### config.mk
export PLATFORM = sky130hd
export DESIGN_NAME = arbiter_sync_multi
export DESIGN_NICKNAME = d
export VERILOG_FILES = /design/src/rtl/arbiter_sync_multi.sv
export SDC_FILE = /design/constraint.sdc
export NUM_CORES = 1
export LEC_CHECK = 0
export CORE_AREA = 2 2 101 103
export DETAILED_ROUTE_END_ITERATION = 10
export DIE_AREA = 0 0 103 105
export PLACE_DENSITY = 0.74
export RECOVER_POWER = 25
export SLEW_MARGIN = 20
export SYNTH_ARGS = -nofsm -noshare
export SYNTH_HDL_FRONTEND = slang
export SYNTH_SLANG_ARGS = --single-unit
### constraint.sdc
create_clock -name clkSYS -period 1.9 [get_ports clkSYS]
set_input_delay 0.475 -clock clkSYS [delete_from_list [all_inputs] [get_ports clkSYS]]
set_output_delay 0.475 -clock clkSYS [all_outputs]
set_load 0.02 [all_outputs]
### src/rtl/arbiter_sync_multi.sv
// arbiter_sync_multi
// ------------------
// N-channel synchronous arbiter in front of the single SDRAM controller port.
// Every signal here is in the clkSYS domain.
//
// Selection:
//   MODE 0 : fixed priority, channel 0 highest.
//   MODE 1 : round-robin. The search starts one past the last winner.
//   Optional `ARB_AGE_EN: a channel that has waited AGE_LIMIT cycles wins
//   over the MODE rule. Among aged channels the lowest index wins.
//
// Grant hold: a grant stays on one channel until that channel drops req_i
// (in a cycle without mem_ack) or until HOLD acks have been taken
// (HOLD = 0 means no limit). Each release costs one idle bubble cycle.
//
// Handshake: the granted channel's request is offered as mem_req. One
// transfer happens in each cycle where mem_req and mem_ack are both high.
// That transfer is reflected combinationally on ack_o[grant]. The requester
// must hold addr/data/wr stable while req_i is high and not yet acked.
//
// Ports:
//   clkSYS, reset          clock, asynchronous active-high reset
//   req_i/addr_i/data_i/wr_i  per-channel request bundle (channel i at slice i)
//   ack_o                  per-channel accept strobe
//   mem_req/addr/data/wr/id   request to the memory controller
//   mem_ack                controller accepted the current request
//   rsp_valid/id/data      read response from the controller
//   valid_o/data_o         registered read response routed by ID
//   busy                   a grant is active
//   state_dbg              FSM state (0 = IDLE, 1 = GRANT)
//
// Build option: define ARB_AGE_EN to enable starvation ageing.
module arbiter_sync_multi #(
  parameter int AN        = 24,
  parameter int DN        = 16,
  parameter int N         = 4,
  parameter int IW        = 2,
  parameter int MODE      = 0,
  parameter int HOLD      = 8,
  parameter int AGE_LIMIT = 64
) (
  input  logic            clkSYS,
  input  logic            reset,
  input  logic [N-1:0]    req_i,
  input  logic [N*AN-1:0] addr_i,
  input  logic [N*DN-1:0] data_i,
  input  logic [N-1:0]    wr_i,
  output logic [N-1:0]    ack_o,
  output logic            mem_req,
  output logic [AN-1:0]   mem_addr,
  output logic [DN-1:0]   mem_data,
  output logic            mem_wr,
  output logic [IW-1:0]   mem_id,
  input  logic            mem_ack,
  input  logic            rsp_valid,
  input  logic [IW-1:0]   rsp_id,
  input  logic [DN-1:0]   rsp_data,
  output logic [N-1:0]    valid_o,
  output logic [DN-1:0]   data_o,
  output logic            busy,
  output logic [0:0]      state_dbg
);

  localparam logic [0:0] IDLE  = 1'b0;
  localparam logic [0:0] GRANT = 1'b1;
  localparam int HW = (HOLD > 0) ? $clog2(HOLD + 1) : 1;

  logic [0:0]    state;
  logic [IW-1:0] grant;
  logic [IW-1:0] rr_ptr;
  logic [IW-1:0] winner;
  logic [HW-1:0] hold_cnt;
  logic          grant_req;

`ifdef ARB_AGE_EN
  localparam int AW = $clog2(AGE_LIMIT + 1);
  logic [AW-1:0] age_cnt [N];
`endif

  // Mux of the granted channel. The mux stays live outside GRANT, so the
  // controller sees the last granted channel's fields while mem_req is low.
  always_comb begin
    grant_req = 1'b0;
    mem_addr  = '0;
    mem_data  = '0;
    mem_wr    = 1'b0;
    for (int i = 0; i < N; i++) begin
      if (grant == IW'(i)) begin
        grant_req = req_i[i];
        mem_addr  = addr_i[i*AN +: AN];
        mem_data  = data_i[i*DN +: DN];
        mem_wr    = wr_i[i];
      end
    end
  end

  // Winner search. Each loop runs from the lowest priority to the highest
  // priority, so the last match that is written is the winner.
  always_comb begin
    winner = '0;
    if (MODE == 0) begin
      for (int i = N - 1; i >= 0; i--)
        if (req_i[i]) winner = IW'(i);
    end else begin
      for (int k = N; k >= 1; k--)
        if (req_i[(int'(rr_ptr) + k) % N]) winner = IW'((int'(rr_ptr) + k) % N);
    end
`ifdef ARB_AGE_EN
    for (int i = N - 1; i >= 0; i--)
      if (req_i[i] && (age_cnt[i] == AW'(AGE_LIMIT))) winner = IW'(i);
`endif
  end

  assign busy      = (state == GRANT);
  assign mem_req   = busy && grant_req;
  assign mem_id    = grant;
  assign state_dbg = state;

  always_comb begin
    ack_o = '0;
    for (int i = 0; i < N; i++)
      ack_o[i] = busy && (grant == IW'(i)) && mem_ack;
  end

  always_ff @(posedge clkSYS or posedge reset) begin
    if (reset) begin
      state    <= IDLE;
      grant    <= '0;
      hold_cnt <= '0;
      rr_ptr   <= IW'(N - 1);
    end else if (state == IDLE) begin
      if (|req_i) begin
        grant <= winner;
        state <= GRANT;
        if (MODE == 1) rr_ptr <= winner;
      end
    end else begin
      if (mem_ack) begin
        // The counter only reaches HOLD-1 before this ack releases the grant.
        if ((HOLD != 0) && (hold_cnt == HW'(HOLD - 1))) begin
          state    <= IDLE;
          hold_cnt <= '0;
        end else if (HOLD != 0) begin
          hold_cnt <= hold_cnt + 1'b1;
        end
      end else if (!grant_req) begin
        state    <= IDLE;
        hold_cnt <= '0;
      end
    end
  end

`ifdef ARB_AGE_EN
  // Each counter saturates at AGE_LIMIT and clears when its channel wins.
  always_ff @(posedge clkSYS or posedge reset) begin
    if (reset) begin
      for (int i = 0; i < N; i++) age_cnt[i] <= '0;
    end else begin
      for (int i = 0; i < N; i++) begin
        if ((state == IDLE) && (|req_i) && (winner == IW'(i)))
          age_cnt[i] <= '0;
        else if (req_i[i] && !((state == GRANT) && (grant == IW'(i))) &&
                 (age_cnt[i] != AW'(AGE_LIMIT)))
          age_cnt[i] <= age_cnt[i] + 1'b1;
      end
    end
  end
`endif

  // The response path ignores grant state. IDs at or above N match no bit,
  // so those responses are dropped.
  always_ff @(posedge clkSYS or posedge reset) begin
    if (reset) begin
      valid_o <= '0;
      data_o  <= '0;
    end else begin
      for (int i = 0; i < N; i++)
        valid_o[i] <= rsp_valid && (rsp_id == IW'(i));
      if (rsp_valid) data_o <= rsp_data;
    end
  end

endmodule
==> results.yml <==
status:
  status: "finished, violations left"
  violations: "negative setup slack"
sta:
  layout_min_cycle_time_ns: 2.146
  setup_viol: 43
  max-slew-margin-rel_pct: 56.28
  hold_viol_final: 0
  slew_violations: 0
  worst_pin_slew_ns: 0.6558
  fin_crit_sh_pct: 112.9
  fin_skew_ns: 0.009598
  fin_ws_ns: -0.2460
  rsz0062_at_grt: "yes"
  fmax_ghz: 0.4660
worst_setup_path:
  cp-end-kind: "output pin"
  startpoint_type: "register"
  reg2reg_from: "mem_id[0]$_DFFE_PP0P_"
  critical_path_required_ns: 1.42
  r2r_end: "hold_cnt[2]$_DFFE_PP0P_"
  crit_type: "register to output pin"
  r2r_cells: 6
  rrSetupSlack_ns: 0.27
  cp.arrival_ns: 1.67
  cp_max_fo: 6
global_routing:
  first_global_vias: 2770
  track_usage_pct: 17.59
  overflow: 0
  grt_max_degree: 28
  grt_pass1_wl_mm: 14.74
  antenna_found_initial: 0
yosys:
  synth.most_common_cell: "mux4_2"
  yosys.cell_types.count: 30
  synthAdderAreaFrac_pct: 0.5841
  ys.warnings.count: 0
  synth_area_leaders: "mux4_2 44%, dfrtp_1 32%, mux2_2 8.4%"
  synth_fp_nets: 337
  synthMuxAreaShare_pct: 53.56
  synth_top_cell_by_area: "mux4_2"
  synth_top_family_by_area: "multiplexers"
  syn_inst: 146
  synthXorXnorAreaFrac_pct: 0
  synth_area_um2: 2142
  yosys.area_share.simple_pct: 6.192
  synth_compound_area_share_pct: 3.096
  synth_edf_count: 0
  seq_area_frac_synth_pct: 31.54
  synth_top_area_share_pct: 44.16
  synth-seq-cells: 27
  synth_area_per_cell_um2: 14.67
  synthTopCellsByCount: "42 x mux4_2, 27 x dfrtp_1, 16 x mux2_2"
  ys_async_sr_fraction_pct: 100.0
  synth_ff_type: "dfrtp_1"
clocking:
  cts_num_sinks: 27
  clkTransAtPathRegs_ns: 0.10
  clockBufferDepth: 2
  cts_tree: "done"
  clock_latency_ns: 0.28
  hold_buffers: 0
  root_buffer: "clkbuf_8"
  htreeDepth: 1
  numCtsBuffers: 3
die:
  start_util_pct: 22.22
  rows: 36
  die_w_um: 103
  die-area_um2: 10820
  io_pins: 260
  die_y_um: 105
  core_area_um2: 9639
hold_path:
  hp-start: "hold_cnt[0]$_DFFE_PP0P_"
  hold_class: "register to register"
  whs_endpoint: "hold_cnt[0]$_DFFE_PP0P_"
  hold-path-cell-count: 1
placement:
  io_buffers: 259
  dpl.hpwl_mm: 8.695
  dp.cells: 545
  gp_congestion: 0.8119
drt:
  wl_mm: 10.44
  wire_per_inst_um: 18.73
  ant_nets: 0
  drc: 0
  first_iter_violations: 91
  num_vias: 2549
  first_pass_iters: 3
  vias_per_cell: 4.576
pwr:
  power_density_nw_per_um2: 1115
  power.leakage_nw: 2.047
  ir_drop_uv: 437.7
  power_mw: 5.656
finish:
  n_fill_cell: 895
  nNetsFinal: 616
  diodes: 0
  drive_above_1_share_pct: 34.43
  area_growth_pct: 136.8
  fin_cells: 557
job:
  cap_violations: 0
==> layer usage <==
layer	part of all wire [%]	global-route usage, %	wire (um)
met1	38	20.61	3954
met2	52	32.24	5382
met3	8.9	4.281	931
met4	1.6	3.102	167
met5	0	0	0
==> stage by stage <==
step / util [%] / hold slack (ns) / setup TNS, ns / cell area, um^2 / setup slack (ns)
floorplan: - / 0.4706 / -0.3030 / 2153 / -0.01010
global placement: 52.23 / 0.4824 / -22.28 / 5035 / -0.7131
detailed placement: 52.23 / 0.4980 / -22.66 / 5035 / -0.7335
CTS: 51.54 / 0.5148 / -9.320 / 4969 / -0.2973
global route: 52.62 / 0.5435 / -11.11 / 5072 / -0.3120
finish: 52.62 / 0.5095 / -8.285 / 5072 / -0.2460
==> logic make-up (layout without fill, tap and decap cells) <==
| logic type | Yosys count | after routing |
|---|---|---|
| adders and majority gates | 1 | 1 |
| buffers and inverters | 21 | 299 |
| muxes | 60 | 60 |
| AOI/OAI and AO/OA | 10 | 10 |
| DFF | 27 | 27 |
| and+or+nand+nor | 27 | 27 |
==> worst max-delay path, stage by stage, from the launching register on <==
cell and delay (ns):
dfrtp_2 0.42, buf_4 0.16, buf_12 0.13, mux4_2 0.52, buf_2 0.18
==> worst max-delay path by stage <==
stage	start	endpoint	slack, ns	depth (start not counted)
2_1_floorplan	mem_id[0]$_DFFE_PP0P_	mem_addr[10]	-0.01	3
3_5_place_dp	req_i[2]	mem_req	-0.73	4
6_report	mem_id[0]$_DFFE_PP0P_	mem_addr[3]	-0.25	4
3_3_place_gp	req_i[3]	mem_req	-0.71	4
4_1_cts	mem_id[0]$_DFFE_PP0P_	mem_addr[13]	-0.30	4
5_1_grt	mem_id[0]$_DFFE_PP0P_	mem_addr[18]	-0.31	4
==> sequential cells by signal, indices dropped and copies added, names as in the netlist <==
signal    count
mem_id        2
hold_cnt      4
busy          1
data_o       16
valid_o       4
==> layout by cell type (no fill, tap or decap), types with 2 or more instances in the layout <==
cell             count
mux2_2              16
buf_16               2
clkbuf_16            2
and3_1               2
a21oi_1              2
clkbuf_8             3
dfrtp_1             24
buf_12               4
nor3_2               2
dlygate4sd2_1        7
dfrtp_2              3
clkdlybuf4s50_1    204
nor2_1               8
mux4_2              42
buf_4               29
buf_6                9
buf_2               27
nand3_1              4
nand2_1              5
inv_1                6
o21ai_1              2
==> report_power, final <==
group	internal (mW)	total [mW]	switching, mW
clock network	0.149	0.336	0.187
registers	0.687	0.788	0.101
logic	2.45	4.53	2.09
total	3.28	5.66	2.37
==> what timing repair did <==
item                                    in CTS  in global routing
hold endpoints to repair                     0                  0
pin swaps                                    1                  0
gates resized for setup                    215                 17
cloned                                       2                  2
buffers inserted                             2                  2
endpoints found under the setup margin      50                 46
==> cell type report <==
cell class,instances,area (um^2),share of cell area (%)
clock inverter,1,7.507,0.1480
inverter,7,26.28,0.5180
clock buffer,3,41.29,0.8140
timing repair buffer,288,2778,54.76
tap,133,166.4,3.281
sequential,27,679.4,13.39
multi-input combinational,98,1374,27.08
(Power assumes the default switching activity.)
==> variant 1, RTL diff (same settings) <==
`DN`: 16 -> 15.
--- a/src/rtl/arbiter_sync_multi.sv
+++ b/src/rtl/arbiter_sync_multi.sv
@@ -33,5 +33,5 @@
 module arbiter_sync_multi #(
   parameter int AN        = 24,
-  parameter int DN        = 16,
+  parameter int DN        = 15,
   parameter int N         = 4,
   parameter int IW        = 2,
Interface: changed (resized data_i, data_o, mem_data and rsp_data); port bits go from 260 to 253. No check against the original RTL was run, so the function may have changed too.
==> variant 1 against the unedited design <==
  * The run still ends with setup timing left
  * Worst hold slack worse by 0.015 ns
  * Sequential cell count decreased by 1
  * Worst setup slack worse by 0.019 ns
  * Final area grew 0.62%
  * Register-to-register slack better by 0.06 ns
  * Area after synthesis fell by 2.6%
  * Sequential power shrank 2%
  * Routed wire length is 3.5% higher
  * Power increased by 5.5%
  * Non-clock buffer count down 7
  * Critical path type unchanged
==> variant 1: results (changes against the unedited design) <==
- Status: finished, violations left
- Failing checks: setup timing
- Clock Sinks: 26 (-3.7%)
- Initial drt markers: 82 (-9.9%)
- GRT met2 Usage: 36.3% (+4.0 points)
- Place WS: -0.724 ns (+0.00948 ns)
- Port buffer count: 252 (-2.7%)
- Grt met1 use: 20.1% (-0.51 points)
- Lkg Pwr: 2.05 nW (about the same)
- M3 GR Usage: 4.88% (+0.60 points)
- Dpl cell area: 0.00486 mm² (-3.5%)
- NetSw: 2.44 mW (+2.7%)
- Fraction of area in multi-input gates: 26.8% (-0.26 points)
- Clock-cell share of area: 1.08% (+0.12 points)
- Area taken by flip-flops and latches: 653 µm² (-3.9%)
- Clk_skew: 0.00414 ns (-0.00546 ns)
- Area of the multi-input gates: 0.00137 mm² (-0.36%)
- Syn avg cell area: 14.6 µm² (-0.59%)
- DRT Pass-1 Iters: 4 (+1)
- Comb_multi_in: 96 (-2.0%)
- Layout Nets: 601 (-2.4%)
- Multiplexer area fraction after synthesis: 53.4% (-0.17 points)
- Detailed-route wire length on metal 1: 3700 µm (-6.4%)
- DPL Wire Length: 8850 µm (+1.8%)
- Signal buffers share of area: 55.5% (+0.77 points)
- Number of global-route vias before repair: 2736 (-1.2%)
- CLK BUF: 4 (+1)
- Worst slew pin tran: 0.659 ns (+0.00343 ns)
- Fillers: 890 (-0.56%)
- CP arrival: 1.69 ns (+0.02 ns)
- Setup Viol. Count Final: 41 (-4.7%)
- Regs by FF count: data_o x15, hold_cnt x4, valid_o x4
- Placed Instances: 533 (-2.2%)
- Setup ws final: -0.265 ns (-0.0189 ns)
- Synthesized Nets: 329 (-2.4%)
==> variant 1: repair_timing <==
item                                    CTS  global route
pin swaps                                 0             3
gates resized for setup                 238            33
setup buffers                             6             3
cloned                                    3             1
endpoints found under the setup margin   49            45
==> variant 1: worst paths after layout <==
| kind | startpoint | endpoint | slack [ns] |
|---|---|---|---|
| hold reg to reg | data_o[7] | data_o[7] | 0.49 |
| hold / removal | data_o[7] | data_o[7] | 0.49 |
| setup / recovery | mem_id[0] | mem_addr[4] | -0.26 |
| setup reg to reg | mem_id[0] | hold_cnt[2] | 0.33 |
| min in group asynchronous | reset | data_o[7] | 0.81 |
| max in group asynchronous | reset | mem_id[1] | 0.63 |
==> variant 1: power by group through the flow <==
stage               clock, mW  combinational [mW]  sequential, mW
finish                  0.360                4.84           0.770
floorplan                   0                2.34           0.814
CTS                     0.374                4.67           0.774
global placement            0                4.34           0.776
detailed placement          0                4.38           0.777
global route            0.404                5.08           0.792
==> variant 2, RTL diff (config.mk and constraints unchanged) <==
Without the edit above. Register the output `state_dbg` once more, without a reset; this adds one clock of latency there. The other outputs are not delayed to match.
--- a/src/rtl/arbiter_sync_multi.sv
+++ b/src/rtl/arbiter_sync_multi.sv
@@ -115,5 +115,7 @@
   assign mem_req   = busy && grant_req;
   assign mem_id    = grant;
-  assign state_dbg = state;
+  always_ff @(posedge clkSYS) begin
+    state_dbg <= state;
+  end
 
   always_comb begin
Behaviour: not the same (a bounded check fails within 4 cycles, from zero or initial values and one cycle with reset high).
==> variant 2 against the unedited design <==
  * The run still ends with setup timing left
  * Global-route usage rose by 1.7 points
  * Non-clock buffer count rose by 3
  * Sequential cell count rose by 1
  * Largest power group unchanged
  * Power rose by 11%
  * Die area did not move
  * Final area rose by 4.4%
  * First-iteration DRC count rose by 6.6%
  * Area after synthesis fell by 0.70%
  * Combinational power rose by 9.9%
  * Clock power rose by 40%
  * Worst setup slack got worse by 0.059 ns
  * Routed wire length rose by 6.2%
==> variant 2: results (changes against the unedited design) <==
- Status: finished, violations left
- Failing checks: setup timing
- Detailed-route wire length on metal 1: 3820 µm (-3.3%)
- Layout cells sized above 1: 35.2% (+0.79 points)
- Worst skew pair latency: 0.27 ns
- Layout Nets: 615 (-0.16%)
- Setup tns final: -9.82 ns (-1.54 ns)
- Yosys warns: 0 (unchanged)
- Hold_sp: data_o[4]
- Final wirelength: 11100 µm (+6.2%)
- Post-synth ARST share: 96.4% (-3.6 points)
- Dpl cell area: 0.00505 mm² (+0.27%)
- Setup ws final: -0.305 ns (-0.0594 ns)
- CP arrival: 1.73 ns (+0.06 ns)
- DRT Pass-1 Iters: 4 (+1)
- Synthesized Nets: 332 (-1.5%)
- Lkg Pwr: 2.13 nW (+4.2%)
- Largest net degree at the start of global routing: 21 (-25%)
- Placed Instances: 540 (-0.92%)
- WL/cell: 19.9 µm (+6.4%)
- Maximum VDD drop: 651 µV (+49%)
- Setup Viol. Count Final: 42 (-2.3%)
- First-pass GRT wire length: 15800 µm (+7.0%)
- Unique masters post-synth: 25 (-17%)
- Synth area leaders: mux4_2, dfrtp_1, mux2_2, nor2_1, clkbuf_1
- Fillers: 847 (-5.4%)
- Worst-path fanout max: 4 (-2)
- Seq/Total Area, Yosys: 32.7% (+1.2 points)
- Gp weighted congestion: 0.906 (+12%)
- Met3 WL: 1120 µm (+21%)
- Initial drt markers: 97 (+6.6%)
- Post-synth top cells: mux4_2, dfrtp_1, mux2_2, nor2_1, clkbuf_1
- Vias: 2542 (-0.27%)
- Slew HR: 70.2% (+14 points)
- Gr usage total: 19.3% (+1.7 points)
- Clk_skew: 0.000851 ns (-0.00875 ns)
- Number of global-route vias before repair: 2803 (+1.2%)
variant 2: changes by cell type after synthesis, moves of 2 or more:
cell     before  now
buf_4         5    0
buf_2         2    5
a22o_1        0    2
nand3_1       4    2
nor2_1        8   10
o21ai_1       2    0
variant 2: cell families (layout without fill, tap and decap cells):
kind of cell	Yosys count	count (layout)	synth area share, %
adder cells (fa/ha/maj)	1	1	0.588
AND/OR/NAND/NOR	24	24	5.24
multiplexers	60	60	53.9
flip-flops	28	28	32.7
AO/OA/AOI/OAI	10	10	3.77
buffers and inverters	18	300	3.82
variant 2: cell type report:
cell class	instances	area (µm²)	area share, %
tap	133	166	3.14
multi-input combinational	95	1370	25.9
inverter	5	18.8	0.354
timing repair buffer	291	2970	56.0
clock inverter	1	30.0	0.567
sequential	28	699	13.2
clock buffer	3	41.3	0.780
variant 2: metal layers:
metal	vias to the layer above	track usage, %
li1	1144	-
met1	1253	20.2
met2	127	36.4
met3	18	4.95
met4	0	6.20
met5	-	0
variant 2: metrics by stage:
stage	hold WS, ns	total power, mW
floorplan	0.491	3.18
global placement	0.489	5.25
detailed placement	0.498	5.30
CTS	0.521	6.24
global route	0.541	6.55
finish	0.517	6.26
variant 2: worst register-to-register path, cell delays in order (launching register included):
cell,delay (ns)
dfrtp_2,0.44
buf_12,0.13
buf_8,0.11
mux4_2,0.51
buf_4,0.16
a21o_1,0.19
a22o_1,0.21
variant 2: what timing repair did:
item / in CTS / in global routing
endpoints found under the setup margin: 49 / 49
pin swaps: 3 / 2
resized for setup: 253 / 13
buffers inserted: 8 / 2
gates cloned: 3 / 1
variant 2: where the power goes:
part / leakage (nW) / switching (mW) / internal [mW]
sequential: 0.333 / 0.104 / 0.702
clock: 0.0357 / 0.188 / 0.282
combinational: 1.76 / 2.14 / 2.84
total: 2.13 / 2.43 / 3.82
variant 2: path summary, 6_finish.rpt:
path	end	cells after the start	slack, ns
max	mem_req	5	-0.31
min reg2reg	data_o[4]	1	0.52
min in group asynchronous	data_o[4]	2	0.61
max in group asynchronous	valid_o[2]	3	0.53
min	data_o[4]	1	0.52
max reg2reg	hold_cnt[2]	6	0.05
